<file path="config.mk">
export PLATFORM = sky130hd
export DESIGN_NAME = gmii_tx_scheduler
export DESIGN_NICKNAME = d
export VERILOG_FILES = /design/src/rtl/gmii_tx_scheduler.sv
export SDC_FILE = /design/constraint.sdc
export NUM_CORES = 1
export LEC_CHECK = 0
export ABC_AREA = 1
export CORE_MARGIN = 5
export CORE_UTILIZATION = 40
export CTS_BUF_LIST = sky130_fd_sc_hd__clkbuf_8
export DETAILED_ROUTE_END_ITERATION = 8
export PLACE_DENSITY = 0.71
export SYNTH_ARGS = -nofsm -noshare
export SYNTH_HDL_FRONTEND = slang
export SYNTH_SLANG_ARGS = --single-unit
</file>
<file path="constraint.sdc">
create_clock -name GTX_CLK -period 3.3 [get_ports GTX_CLK]
set_input_delay 0.33 -clock GTX_CLK [delete_from_list [all_inputs] [get_ports GTX_CLK]]
set_output_delay 0.33 -clock GTX_CLK [all_outputs]
set_load 0.02 [all_outputs]
</file>
<file path="src/rtl/gmii_tx_scheduler.sv">
// GMII transmit scheduler: round-robin arbitration between two byte sources,
// preamble/SFD insertion, underrun/error signalling on TX_ER and inter-packet gap.
module gmii_tx_scheduler #(
  parameter int PREAMBLE_LEN = 7,
  parameter int IPG_MIN      = 12
) (
  input  logic       GTX_CLK,
  input  logic       mr_main_reset,
  input  logic       req0_valid,
  input  logic [7:0] req0_data,
  input  logic       req0_last,
  input  logic       req0_err,
  output logic       req0_ready,
  input  logic       req1_valid,
  input  logic [7:0] req1_data,
  input  logic       req1_last,
  input  logic       req1_err,
  output logic       req1_ready,
  input  logic       transmitting,
  output logic       TX_EN,
  output logic       TX_ER,
  output logic [7:0] TXD,
  output logic [1:0] grant,
  output logic       frame_done,
  output logic       underrun
);

  typedef enum logic [2:0] {S_IDLE, S_PRE, S_SFD, S_DATA, S_IPG} state_t;

  state_t     r_state;
  logic [3:0] r_pre_cnt;
  logic [7:0] r_ipg_cnt;
  logic       r_ptr;
  logic       r_eof;
  logic       r_tx_en;
  logic       r_tx_er;
  logic [7:0] r_txd;
  logic [1:0] r_grant;
  logic       r_frame_done;
  logic       r_underrun;

  logic       w_vld;
  logic       w_last;
  logic       w_err;
  logic [7:0] w_data;
  logic       w_rdy;
  logic       w_win1;
  logic       w_gap_ok;
  logic       w_start;
  logic [8:0] w_ipg_inc;

  // Payload handshake is muxed from whichever source currently owns the link
  assign w_vld  = r_grant[1] ? req1_valid : req0_valid;
  assign w_last = r_grant[1] ? req1_last  : req0_last;
  assign w_err  = r_grant[1] ? req1_err   : req0_err;
  assign w_data = r_grant[1] ? req1_data  : req0_data;

  assign w_rdy      = (r_state == S_SFD) || ((r_state == S_DATA) && !r_eof);
  assign req0_ready = w_rdy & r_grant[0];
  assign req1_ready = w_rdy & r_grant[1];

  // Starting straight from the last IPG cycle keeps the idle gap at exactly IPG_MIN
  assign w_ipg_inc = {1'b0, r_ipg_cnt} + 9'd1;
  assign w_gap_ok  = ((r_state == S_IDLE) && (r_ipg_cnt == 8'(IPG_MIN))) ||
                     ((r_state == S_IPG) && (w_ipg_inc >= 9'(IPG_MIN)));
  assign w_start   = (req0_valid | req1_valid) & ~transmitting & w_gap_ok;
  assign w_win1    = r_ptr ? req1_valid : ~req0_valid;

  always_ff @(posedge GTX_CLK or negedge mr_main_reset) begin
    if (!mr_main_reset) begin
      r_state      <= S_IDLE;
      r_pre_cnt    <= 4'd0;
      r_ipg_cnt    <= 8'(IPG_MIN);
      r_ptr        <= 1'b0;
      r_eof        <= 1'b0;
      r_tx_en      <= 1'b0;
      r_tx_er      <= 1'b0;
      r_txd        <= 8'h00;
      r_grant      <= 2'b00;
      r_frame_done <= 1'b0;
      r_underrun   <= 1'b0;
    end else begin
      r_frame_done <= 1'b0;
      if (w_start) begin
        r_state    <= S_PRE;
        r_pre_cnt  <= 4'd1;
        r_grant    <= w_win1 ? 2'b10 : 2'b01;
        r_tx_en    <= 1'b1;
        r_tx_er    <= 1'b0;
        r_txd      <= 8'h55;
        r_underrun <= 1'b0;
        r_eof      <= 1'b0;
      end else begin
        case (r_state)
          S_PRE: begin
            if (r_pre_cnt == 4'(PREAMBLE_LEN)) begin
              r_state <= S_SFD;
              r_txd   <= 8'hD5;
            end else begin
              r_pre_cnt <= r_pre_cnt + 4'd1;
            end
          end
          S_SFD, S_DATA: begin
            if (r_eof) begin
              r_state      <= S_IPG;
              r_tx_en      <= 1'b0;
              r_tx_er      <= 1'b0;
              r_txd        <= 8'h00;
              r_grant      <= 2'b00;
              r_frame_done <= 1'b1;
              r_ptr        <= r_grant[0];
              r_ipg_cnt    <= 8'd0;
              r_eof        <= 1'b0;
            end else begin
              r_state <= S_DATA;
              if (w_vld) begin
                r_txd   <= w_data;
                r_tx_er <= w_err;
                r_eof   <= w_last;
              end else begin
                r_txd      <= 8'h00;
                r_tx_er    <= 1'b1;
                r_underrun <= 1'b1;
              end
            end
          end
          S_IPG: begin
            if (w_ipg_inc >= 9'(IPG_MIN)) begin
              r_ipg_cnt <= 8'(IPG_MIN);
              if (!transmitting) r_state <= S_IDLE;
            end else begin
              r_ipg_cnt <= w_ipg_inc[7:0];
            end
          end
          default: ;
        endcase
      end
    end
  end

  assign TX_EN      = r_tx_en;
  assign TX_ER      = r_tx_er;
  assign TXD        = r_txd;
  assign grant      = r_grant;
  assign frame_done = r_frame_done;
  assign underrun   = r_underrun;

endmodule

</file>
Word level (Yosys, flattened, before mapping):

Index checks and enable logic that the tools add are counted.

* $add $sub $neg: 2
* magnitude comparators: 1
* eq/ne operators: 13
* mux-type cells: 44
* bitwise logic cells: 8
* reduce and logical (&&, ||, !) cells: 21

Operators by type and width (number)
* 8-bit 2-to-1 mux: 7
* 8-bit case mux with 2 select lines: 2
* 1-bit 2-to-1 mux: 22
* 3-bit 2-to-1 mux: 5
* 4-bit 2-to-1 mux: 3
* 8-bit by 1-bit adder with 9-bit output (second input constant): 1
* 9-bit by 4-bit >= comparator with 1-bit output (second input constant): 1
* 3-bit case mux with 3 select lines: 1
* 3-bit AND reduction: 3
* 8-bit by 4-bit equality test with 1-bit output (second input constant): 1
* 2-bit 2-to-1 mux: 4
* 2-bit nonzero test: 4
* 3-bit by 2-bit equality test with 1-bit output (second input constant): 2
* 3-bit inequality test (second input constant): 2
* 2-bit AND reduction: 3
* 4-bit by 1-bit adder with 4-bit output (second input constant): 1
* 1-bit bitwise AND: 4
* 4-bit by 3-bit equality test with 1-bit output (second input constant): 1
* 2-bit by 1-bit inequality test with 1-bit output (second input constant): 2
* 2-bit inequality test (second input constant): 2
* 4-bit AND reduction: 1
* 4-bit nonzero test: 1
* 3-bit by 1-bit equality test with 1-bit output (second input constant): 1
* 3-bit equality test (second input constant): 1
* 9 further kinds: 14

* flip-flop bits (word level): 31
* input bits: 25
* output and inout bits: 16
* word-level logic and storage cells: 100

Longest topological paths before layout:

Gate-level depths: netlist (run 1).

* word-level depth: 7
* depth in mapped cells: 13
* depth with buffers taken out: 13

Least setup slack after synthesis (run 1):

OpenSTA, ideal clock, no wires.

* path type: register to register
* start point: register r_ipg_cnt[0]
* end point: register r_ipg_cnt[0]
* library setup time: 0.129 ns
* data arrival time: 1.476 ns
* path slack: 1.695 ns
* cell stages (with the launch flop): 12
* buffers on the path: 0
* clock period less this slack: 1.605 ns
* path through: dfrtp_1 > ha_1 > inv_1 > nand2_1 > nand3_2 > nand4_4 > nand2_4 > nand2_4 > nand2_8 > nand3b_4 > nand2_1 > o21ai_0

* word-level cells in the longest chain between the ends: 7

RTL lines
* start, declared: line 32 `logic [7:0] r_ipg_cnt;`
* start signal, assigned: line 73 `r_ipg_cnt <= 8'(IPG_MIN);`
* start signal, assigned: line 129 `r_ipg_cnt <= 8'(IPG_MIN);`
* start signal, assigned: line 132 `r_ipg_cnt <= w_ipg_inc[7:0];`
* 8-bit by 1-bit adder with 9-bit output: line 63 `assign w_ipg_inc = {1'b0, r_ipg_cnt} + 9'd1;`
* 9-bit by 4-bit >= comparator with 1-bit output: line 65, 128
* 1-bit logical AND: line 65 `((r_state == S_IPG) && (w_ipg_inc >= 9'(IPG_MIN)));`
* 1-bit logical OR: line 64 `assign w_gap_ok = ((r_state == S_IDLE) && (r_ipg_cnt == 8'(IPG_MIN))) ||`
* 1-bit bitwise AND: line 66 `assign w_start = (req0_valid | req1_valid) & ~transmitting & w_gap_ok;`
* 1-bit NOT (no line)
* 3-bit AND reduction (no line)

Parallel ways exist; a longest one is shown, timed or not.
A chain may end at the register's enable or synchronous reset.

Final worst setup path (run 1):

* start point: register r_grant[1], in the netlist grant[1]
* end point: output req1_ready

* word-level cells in the longest chain between the ends: 1

RTL lines
* start, declared: line 38 `logic [1:0] r_grant;`
* start signal, assigned: line 87 `r_grant <= w_win1 ? 2'b10 : 2'b01;`
* 1-bit bitwise AND: line 60 `assign req1_ready = w_rdy & r_grant[1];`
* end, declared: line 18 `output logic req1_ready,`

Every way passes these cells.

==> metrics, run 1 <==
Pleak=1.12 nW; crit path max fanout=15; GR Layer Usage met3=4.22%; total CTS buffers=5; area of the multi-input gates=890 µm²; Place WS=1.34 ns; Netlist cell types=33; clock power share=16.1%; Cells after DPL=305; WL final=3830 µm; PortBufs=40; fin crit share=68.8%; row cnt=24; worst endpoint required time=2.97 ns; largest net degree at the start of global routing=32; Tot GR Track Use=14.0%; register share of total power=35.4%; share of cells above drive strength 1=13.8%; Iteration-0 DRC Markers=74; clk_skew=0.0107 ns; synthesized flop and latch total=31; final hold slack=0.435 ns; Net Switching=707 µW; Post-DRT Antenna Nets=0; maximum buffer depth of the clock tree=2; R2R setup slack=1.47 ns; Synth top area share=40.6%; worst-path cell chain=inv_1, nor2_1, clkdlybuf4s50_1; Sink Count=31; Tmin final=2.27 ns; cell area after synthesis=1790 µm²; max incr delay on CP=0.67 ns; CTS root buffer=clkbuf_8; Int Power=972 µW; status=finished, final reports clean; critical path startpoint=grant[1]; register area=778 µm²; final core occ=53.6%; Die H=76.8 µm; fin worst setup slack=1.03 ns; f_max=0.441 GHz; Setup crit start kind=flop; worst r2r path cells=11; RSZ-0062 raised after global routing=false; Clock Pin Slew Worst Setup and Hold Paths=0.07 ns; fin nets=288; CTS tree=built; met2 Use GR=21.9%; post_cts resized=0; worst rel slew slack=63.9%; PwrDens=720 nW/µm²; clk_lat worst skew=0.29 ns; Crit. End Element=primary output; cell count after synthesis=213; Core Area=4350 µm²; worst r2r dst=r_ipg_cnt[0]; switching fraction of total power=42.1%; antenna fix cells=0; first-pass GRT wire length=6800 µm; # fillers=413; initial core utilization=41.0%; post-synth top area cell=dfrtp_1; largest cells by area after synthesis=dfrtp_1, nand2_1, inv_1; CP max-delay cell=dfrtp_1; Via density=4.78; hold-fix buffer count after cts=0; Slew @ Worst Pin=0.536 ns; GPL Wtd Cong=0.790; Min-Delay Path Class=in -> async; number of warnings issued by yosys=0; M1 GR Usage=17.9%; syn nets=241; Ports=41; combinational power share=48.5%; dpl hpwl=2990 µm; post-synthesis sequential area ratio=43.6%; P&R area growth vs syn=30.7%; number of post-CTS setup repair buffers=0; die outline width=76.8 µm; layer with the highest usage=met2; total congestion overflow=0; CP arrival=1.94 ns; initial antenna violation count=0; peak supply drop=249 µV; DRT Pass-1 Iters=4; H-tree depth=2; vias in the first global route=1484; Final Max Slew Viols=0; DRC Markers=0; CP Class=reg -> out; post-DR wirelength/cell=12.2 µm; die area=5900 µm²; Via Count=1495; reg-to-reg startpoint=r_ipg_cnt[0]; Hold Violations, Final=0; final setup vio count=0; synthesized area per cell=8.38 µm²; Max Cap Viol=0; Final TNS setup=0 ns; fin cells=313
[state kept, by name (all words and copies together) (netlist names)]
name / count
TX_EN: 1
grant: 2
r_ipg_cnt: 8
r_state: 3
r_ptr: 1
TXD: 8
r_eof: 1
r_pre_cnt: 4
frame_done: 1
TX_ER: 1
underrun: 1
[final cells by class]
type | instances | share of cell area (%)
clock buffers | 5 | 2.95
clock inverters | 3 | 0.483
inverters | 30 | 4.83
multi-input cells | 151 | 38.1
flip-flops and latches | 31 | 33.4
well taps | 52 | 2.79
repair buffers | 41 | 17.5
[cells in the final DEF (no fill, tap or decap), types with 2 or more instances in the layout]
master and n:
a21oi_1 7, clkbuf_8 5, clkdlybuf4s50_1 40, dfrtp_1 29
dfstp_2 2, ha_1 3, inv_1 27, inv_2 5
mux2i_1 4, nand2_1 59, nand2_4 3, nand3_1 9
nand3_2 3, nor2_1 18, nor2_2 2, nor2_4 4
nor3_1 3, o211ai_1 4, o21ai_0 12, o21ai_1 4
or2_2 3, xor2_1 2
[worst max-delay path by stage]
| stage | to | cells after the start |
|---|---|---|
| 6_report | req1_ready | 3 |
| 5_1_grt | req1_ready | 3 |
| 4_1_cts | req1_ready | 3 |
| 3_5_place_dp | req1_ready | 3 |
| 3_3_place_gp | req1_ready | 3 |
| 2_1_floorplan | r_ipg_cnt[0] | 11 |
[stage by stage]
stage / total power [mW] / instance area (µm²)
4_1_cts: 1.70 / 2330
3_3_place_gp: 1.40 / 2250
6_report: 1.68 / 2330
5_1_grt: 1.83 / 2330
3_5_place_dp: 1.42 / 2250
2_1_floorplan: 1.13 / 1790
[cell usage after synthesis, drive strengths merged]
cell type and n:
inv 29, nand2 63, o211ai 4, nand3b 1, o21ai 16, nor2 24, xor2 2, nand3 13
a21oi 8, nor3b 1, mux2i 4, or2 4, buf 1, nand4 3, dfstp 2, dfrtp 29
ha 3, nor3 3, o41ai 1, a21boi 1, clkinv 1
[power by group through the flow]
stage          registers, mW  clock network [mW]  logic (mW)
6_report               0.594               0.270       0.814
2_1_floorplan          0.660                   0       0.474
3_5_place_dp           0.601                   0       0.820
4_1_cts                0.594               0.277       0.825
3_3_place_gp           0.600                   0       0.803
5_1_grt                0.613               0.295       0.918
[kinds of logic after synthesis]
logic type | after synthesis | synth area share [%]
xor gates and xnor gates | 2 | 0.981
adders and majority gates | 3 | 2.10
and+or+nand+nor | 112 | 33.9
AOI/OAI and AO/OA | 30 | 10.6
muxes | 4 | 2.24
DFF | 31 | 43.6
buffers and inverters | 31 | 6.59
[critical path, delay by kind of cell, from the launching register on]
family        cells  cell delay [ns]
buf+inv           2             0.84
flops             1             0.67
simple gates      1             0.14
[layer usage]
layer  vias up  share of wire, %
met2        30                48
met5         -                 0
met4         0               1.5
li1        781                 -
met3         7               5.3
met1       677                45
No activity file was read; power rests on OpenSTA's default activity.
==> inputs of run 2 (changes only) <==
--- a/config.mk
+++ b/config.mk
@@ -10,7 +10,7 @@
 export CORE_UTILIZATION = 40
 export CTS_BUF_LIST = sky130_fd_sc_hd__clkbuf_8
 export DETAILED_ROUTE_END_ITERATION = 8
-export PLACE_DENSITY = 0.71
+export PLACE_DENSITY = 0.74
 export SYNTH_ARGS = -nofsm -noshare
 export SYNTH_HDL_FRONTEND = slang
 export SYNTH_SLANG_ARGS = --single-unit
==> constraint.sdc (replaced) <==
create_clock -name GTX_CLK -period 1.94 [get_ports GTX_CLK]
set_input_delay 0.194 -clock GTX_CLK [delete_from_list [all_inputs] [get_ports GTX_CLK]]
set_output_delay 0.194 -clock GTX_CLK [all_outputs]
set_load 0.02 [all_outputs]
==> run 2 against run 1 <==
Compared with the run above: via count barely moved; wire length increased by 0.50%; flip-flop and latch count unchanged; utilization is 1.3 points higher; highest routed layer unchanged; critical path depth is 9 higher; largest power group unchanged; critical endpoint is now TXD[5].
==> metrics, run 2 (synthesis gave the netlist of run 1 again) <==
Min-Delay Path Class=in -> async; Tmin final=1.79 ns; Tot GR Track Use=13.9%; leading cell type in the layout, fill and taps excluded=nand2_1; DRC Markers=0; clock power share=21.3%; worst rel slew slack=73.1%; Setup crit start kind=flop; post_cts resized=2; worst endpoint required time=2.16 ns; # fillers=390; share of cells above drive strength 1=15.9%; clk_lat worst skew=0.28 ns; CP Class=reg -> reg; f_max=0.560 GHz; CP arrival=2.00 ns; first-pass GRT wire length=6640 µm; maximum buffer depth of the clock tree=2; Post-DRT Antenna Nets=0; Iteration-0 DRC Markers=69; post-DR wirelength/cell=12.2 µm; Via Count=1496; fin nets=291; dpl hpwl=3090 µm; total CTS buffers=5; PwrDens=1270 nW/µm²; number of post-CTS setup repair buffers=0; Sink Count=31; Ports=41; most frequent cells in the layout=nand2_1, clkdlybuf4s50_1, dfrtp_1; final hold slack=0.304 ns; RSZ-0062 raised after global routing=false; register share of total power=33.1%; final core occ=54.9%; hold-fix buffer count after cts=0; P&R area growth vs syn=33.9%; PortBufs=40; Via density=4.73; crit path max fanout=8; WL final=3850 µm; Slew @ Worst Pin=0.404 ns; fin crit share=92.0%; final setup vio count=0; reg-to-reg startpoint=r_ipg_cnt[0]; Pleak=1.15 nW; total congestion overflow=0; row cnt=24; Final TNS setup=0 ns; CTS root buffer=clkbuf_8; Clock Pin Slew Worst Setup and Hold Paths=0.07 ns; antenna fix cells=0; H-tree depth=2; DRT Pass-1 Iters=4; CTS tree=built; clk_skew=0.00534 ns; status=finished, final reports clean; Die H=76.8 µm; GPL Wtd Cong=0.813; Crit. End Element=flop; Net Switching=1.21 mW; initial antenna violation count=0; Int Power=1.83 mW; Max Cap Viol=0; die area=5900 µm²; initial core utilization=41.0%; Final Max Slew Viols=0; die outline width=76.8 µm; Core Area=4350 µm²; critical path startpoint=r_ipg_cnt[0]; vias in the first global route=1489; switching fraction of total power=39.7%; largest net degree at the start of global routing=32; Hold Violations, Final=0; peak supply drop=510 µV; combinational power share=45.6%
==> run 2: cell types whose count changed in the layout (fill, tap and decap cells not counted) <==
| cell | before | now |
|---|---|---|
| buf_4 | 1 | 4 |
| inv_1 | 27 | 24 |
| clkdlybuf4s50_1 | 40 | 38 |
| dlygate4sd2_1 | 0 | 2 |
| bufinv_16 | 0 | 1 |
| clkbuf_8 | 5 | 6 |
| clkinv_2 | 0 | 1 |
==> run 2: per-stage QoR <==
| step | setup WS (ns) | instance area [µm²] | total power [mW] | std cells |
|---|---|---|---|---|
| 4_1_cts | 0.148 | 2390 | 3.08 | 316 |
| 5_1_grt | 0.0108 | 2390 | 3.28 | 316 |
| 3_5_place_dp | 0.163 | 2280 | 2.43 | 308 |
| 3_3_place_gp | 0.214 | 2280 | 2.39 | 308 |
| 6_report | 0.155 | 2390 | 3.04 | 316 |
| 2_1_floorplan | 0.335 | 1790 | 1.93 | 213 |
==> run 2: routing by layer <==
| layer | global-route usage, % | wire [µm] | part of all wire, % | up-vias |
|---|---|---|---|---|
| met3 | 3.51 | 199 | 5.2 | 5 |
| li1 | - | - | - | 784 |
| met5 | 0 | 0 | 0 | - |
| met1 | 17.2 | 1720 | 45 | 670 |
| met2 | 22.7 | 1870 | 49 | 37 |
| met4 | 5.77 | 63 | 1.6 | 0 |
==> run 2: worst max-delay path, stage by stage, from the launching register on <==
cell and delay, ns:
dfrtp_1 0.43, ha_1 0.23, inv_1 0.11, nand2_1 0.09, nand3_2 0.10, nand4_4 0.12, nand2_4 0.10, nand2_4 0.08
nand2_8 0.09, nand3_4 0.11, nand2_4 0.13, nand2_1 0.06, nand2_1 0.07
==> run 2: final timing paths <==
check,cells after the start,slack [ns],end
worst max-delay path,12,0.15,TXD[5]
worst min-delay path,2,0.30,r_ipg_cnt[0]
worst max register to register,12,0.15,TXD[5]
worst min register to register,2,0.47,TXD[4]
max in group asynchronous,2,1.32,r_ipg_cnt[3]
min in group GTX_CLK,2,0.47,TXD[4]
==> run 2: area by class of cell <==
| cell class | instances | area (µm²) | area share [%] |
|---|---|---|---|
| Multi-Input combinational cell | 151 | 890 | 37.2 |
| Tap cell | 52 | 65.1 | 2.72 |
| Timing Repair Buffer | 44 | 428 | 17.9 |
| Clock inverter | 2 | 35.0 | 1.47 |
| Inverter | 30 | 113 | 4.71 |
| Clock buffer | 6 | 82.6 | 3.45 |
| Sequential cell | 31 | 778 | 32.5 |
==> run 2: power by group through the flow <==
stage                     sequential (mW)  combinational, mW  clock (mW)
after floorplan                      1.12              0.806           0
after global placement               1.01               1.38           0
after detailed placement             1.02               1.41           0
after CTS                            1.01               1.41       0.665
after global routing                 1.04               1.56       0.684
final                                1.01               1.39       0.647
==> inputs of run 3 (changes only) <==
--- a/config.mk
+++ b/config.mk
@@ -7,10 +7,11 @@
 export LEC_CHECK = 0
 export ABC_AREA = 1
 export CORE_MARGIN = 5
-export CORE_UTILIZATION = 40
+export CORE_UTILIZATION = 58
 export CTS_BUF_LIST = sky130_fd_sc_hd__clkbuf_8
 export DETAILED_ROUTE_END_ITERATION = 8
-export PLACE_DENSITY = 0.74
+export DONT_BUFFER_PORTS = 1
+export PLACE_DENSITY = 0.81
 export SYNTH_ARGS = -nofsm -noshare
 export SYNTH_HDL_FRONTEND = slang
 export SYNTH_SLANG_ARGS = --single-unit
==> run 3 against run 2 <==
Compared with the run above: total power down 12%; critical path type unchanged; flip-flop and latch count stayed put; final cell count shrank 18%; clock power down 27%; register-to-register slack better by 0.04 ns; first-iteration DRC count decreased by 8.7%.
==> metrics, run 3 (synthesis gave the netlist of run 1 again) <==
status=finished, final reports clean; critical path startpoint=r_ipg_cnt[1]; CTS tree=built; Final TNS setup=0 ns; DP Area=1840 µm²; initial antenna violation count=0; Via Count=1434; CP arrival=1.96 ns; max incr delay on CP=0.42 ns; largest net degree at the start of global routing=32; worst r2r path cells=12; post-DR wirelength/cell=14.5 µm; Crit. End Element=flop; R2R setup slack=0.20 ns; row cnt=20; DRT Pass-1 Iters=4; DRC Markers=0; Min-Delay Path Class=in -> reg; fin area=1960 µm²; PortBufs=0; # fillers=239; CP Class=reg -> reg; worst r2r dst=TXD[5]; WL final=3750 µm; dpl hpwl=2790 µm; switching fraction of total power=44.9%; Final Max Slew Viols=0; RSZ-0062 raised after global routing=false; leading cell type in the layout, fill and taps excluded=nand2_1; total CTS buffers=5; fin nets=252; f_max=0.573 GHz; vias in the first global route=1450; Pleak=0.985 nW; Ports=41; Post-DRT Antenna Nets=0; Die H=65.5 µm; worst endpoint required time=2.15 ns; worst setup path endpoint=TXD[5]; GPL Wtd Cong=0.849; Sink Count=31; worst-path cell chain=ha_1, inv_1, nand3_1, nand3_2, nand4_4, nand2_4, nand2_4, nand2_8, nand3_4, nand2_4, nand2_1, nand2_1; Int Power=1.47 mW; final setup vio count=0; H-tree depth=2; crit path max fanout=8; Iteration-0 DRC Markers=63; fin crit share=89.9%; most used cell along the critical path=nand2_4; Tot GR Track Use=19.7%; Clock Pin Slew Worst Setup and Hold Paths=0.07 ns; first-pass GRT wire length=6480 µm; Core Area=3000 µm²; Setup crit start kind=flop; P&R area growth vs syn=9.53%; Net Switching=1.20 mW; maximum buffer depth of the clock tree=2; clk_skew=0.00782 ns; most frequent cells in the layout=nand2_1, dfrtp_1, inv_1; register share of total power=42.8%; Slew @ Worst Pin=0.418 ns; CP max-delay cell=dfrtp_1; antenna fix cells=0; die area=4290 µm²; die outline width=65.5 µm; reg-to-reg startpoint=r_ipg_cnt[1]; Via density=5.56; CTS root buffer=clkbuf_8; Tmin final=1.74 ns; worst rel slew slack=71.8%; clk_lat worst skew=0.28 ns; initial core utilization=59.5%; Max Cap Viol=0; share of cells above drive strength 1=17.8%; peak supply drop=828 µV; PwrDens=1360 nW/µm²; combinational power share=39.4%; Hold Violations, Final=0; total congestion overflow=0; clock power share=17.8%
run 3: cell count changes in the layout (fill, tap and decap cells not counted), sizes merged:
cell,before,now
clkdlybuf4s50,38,0
dlygate4sd2,2,0
inv,29,31
bufinv,1,0
clkbuf,6,5
dlygate4sd3,0,1
run 3: power groups by stage:
| stage | logic (mW) | clock network (mW) | registers (mW) |
|---|---|---|---|
| floorplan | 0.806 | 0 | 1.12 |
| global placement | 0.973 | 0 | 1.16 |
| detailed placement | 0.996 | 0 | 1.16 |
| CTS | 1.03 | 0.487 | 1.15 |
| global route | 1.21 | 0.512 | 1.17 |
| finish | 1.05 | 0.474 | 1.14 |
run 3: layer usage:
layer	part of all wire [%]	up-vias	global-route usage, %
li1	-	707	-
met2	47	55	30.5
met1	42	666	24.7
met3	9.1	6	7.86
met5	0	-	0
met4	1.8	0	7.51
run 3: final cells by class:
class                   instances  area, µm²  share of cell area [%]
flip-flops and latches         31        778                    39.8
well taps                      33       41.3                    2.11
inverters                      30        113                    5.76
repair buffers                  5       52.6                    2.69
clock buffers                   5       68.8                    3.52
multi-input cells             151        890                    45.5
clock inverters                 3       12.5                   0.640
run 3: what timing repair did:
action                                  in CTS  in global routing
buffers inserted                             0                  1
endpoints found under the hold margin       31                  0
gates resized for setup                      0                  0
endpoints found under the setup margin       0                  2
hold buffers                                 2                  0
run 3: critical path: cells and delay by family, from the launching register on:
family | cells | cell delay, ns
buffers and inverters | 1 | 0.11
flip-flops | 1 | 0.42
adder cells (fa/ha/maj) | 1 | 0.21
AND/OR/NAND/NOR | 10 | 0.95
run 3: worst min-delay path by stage:
| stage | startpoint | endpoint | slack, ns | depth (start not counted) |
|---|---|---|---|---|
| 5_1_grt | req0_data[1] | TXD[1] | 0.09 | 2 |
| 4_1_cts | req0_data[1] | TXD[1] | 0.07 | 2 |
| 3_3_place_gp | mr_main_reset | TXD[5] | -0.10 | 0 |
| 2_1_floorplan | mr_main_reset | TXD[0] | -0.10 | 0 |
| 3_5_place_dp | mr_main_reset | TXD[5] | -0.10 | 0 |
| 6_report | req0_data[1] | TXD[1] | 0.08 | 2 |
run 3: per-stage QoR:
step	util (%)	power [mW]	instances	setup WS, ns	hold slack [ns]
after floorplan	-	1.93	213	0.335	-0.102
after global placement	61.2	2.13	247	0.242	-0.100
after detailed placement	61.2	2.16	247	0.178	-0.100
after CTS	64.9	2.66	257	0.163	0.0691
after global routing	65.1	2.89	258	0.0166	0.0891
final	65.1	2.66	258	0.195	0.0765
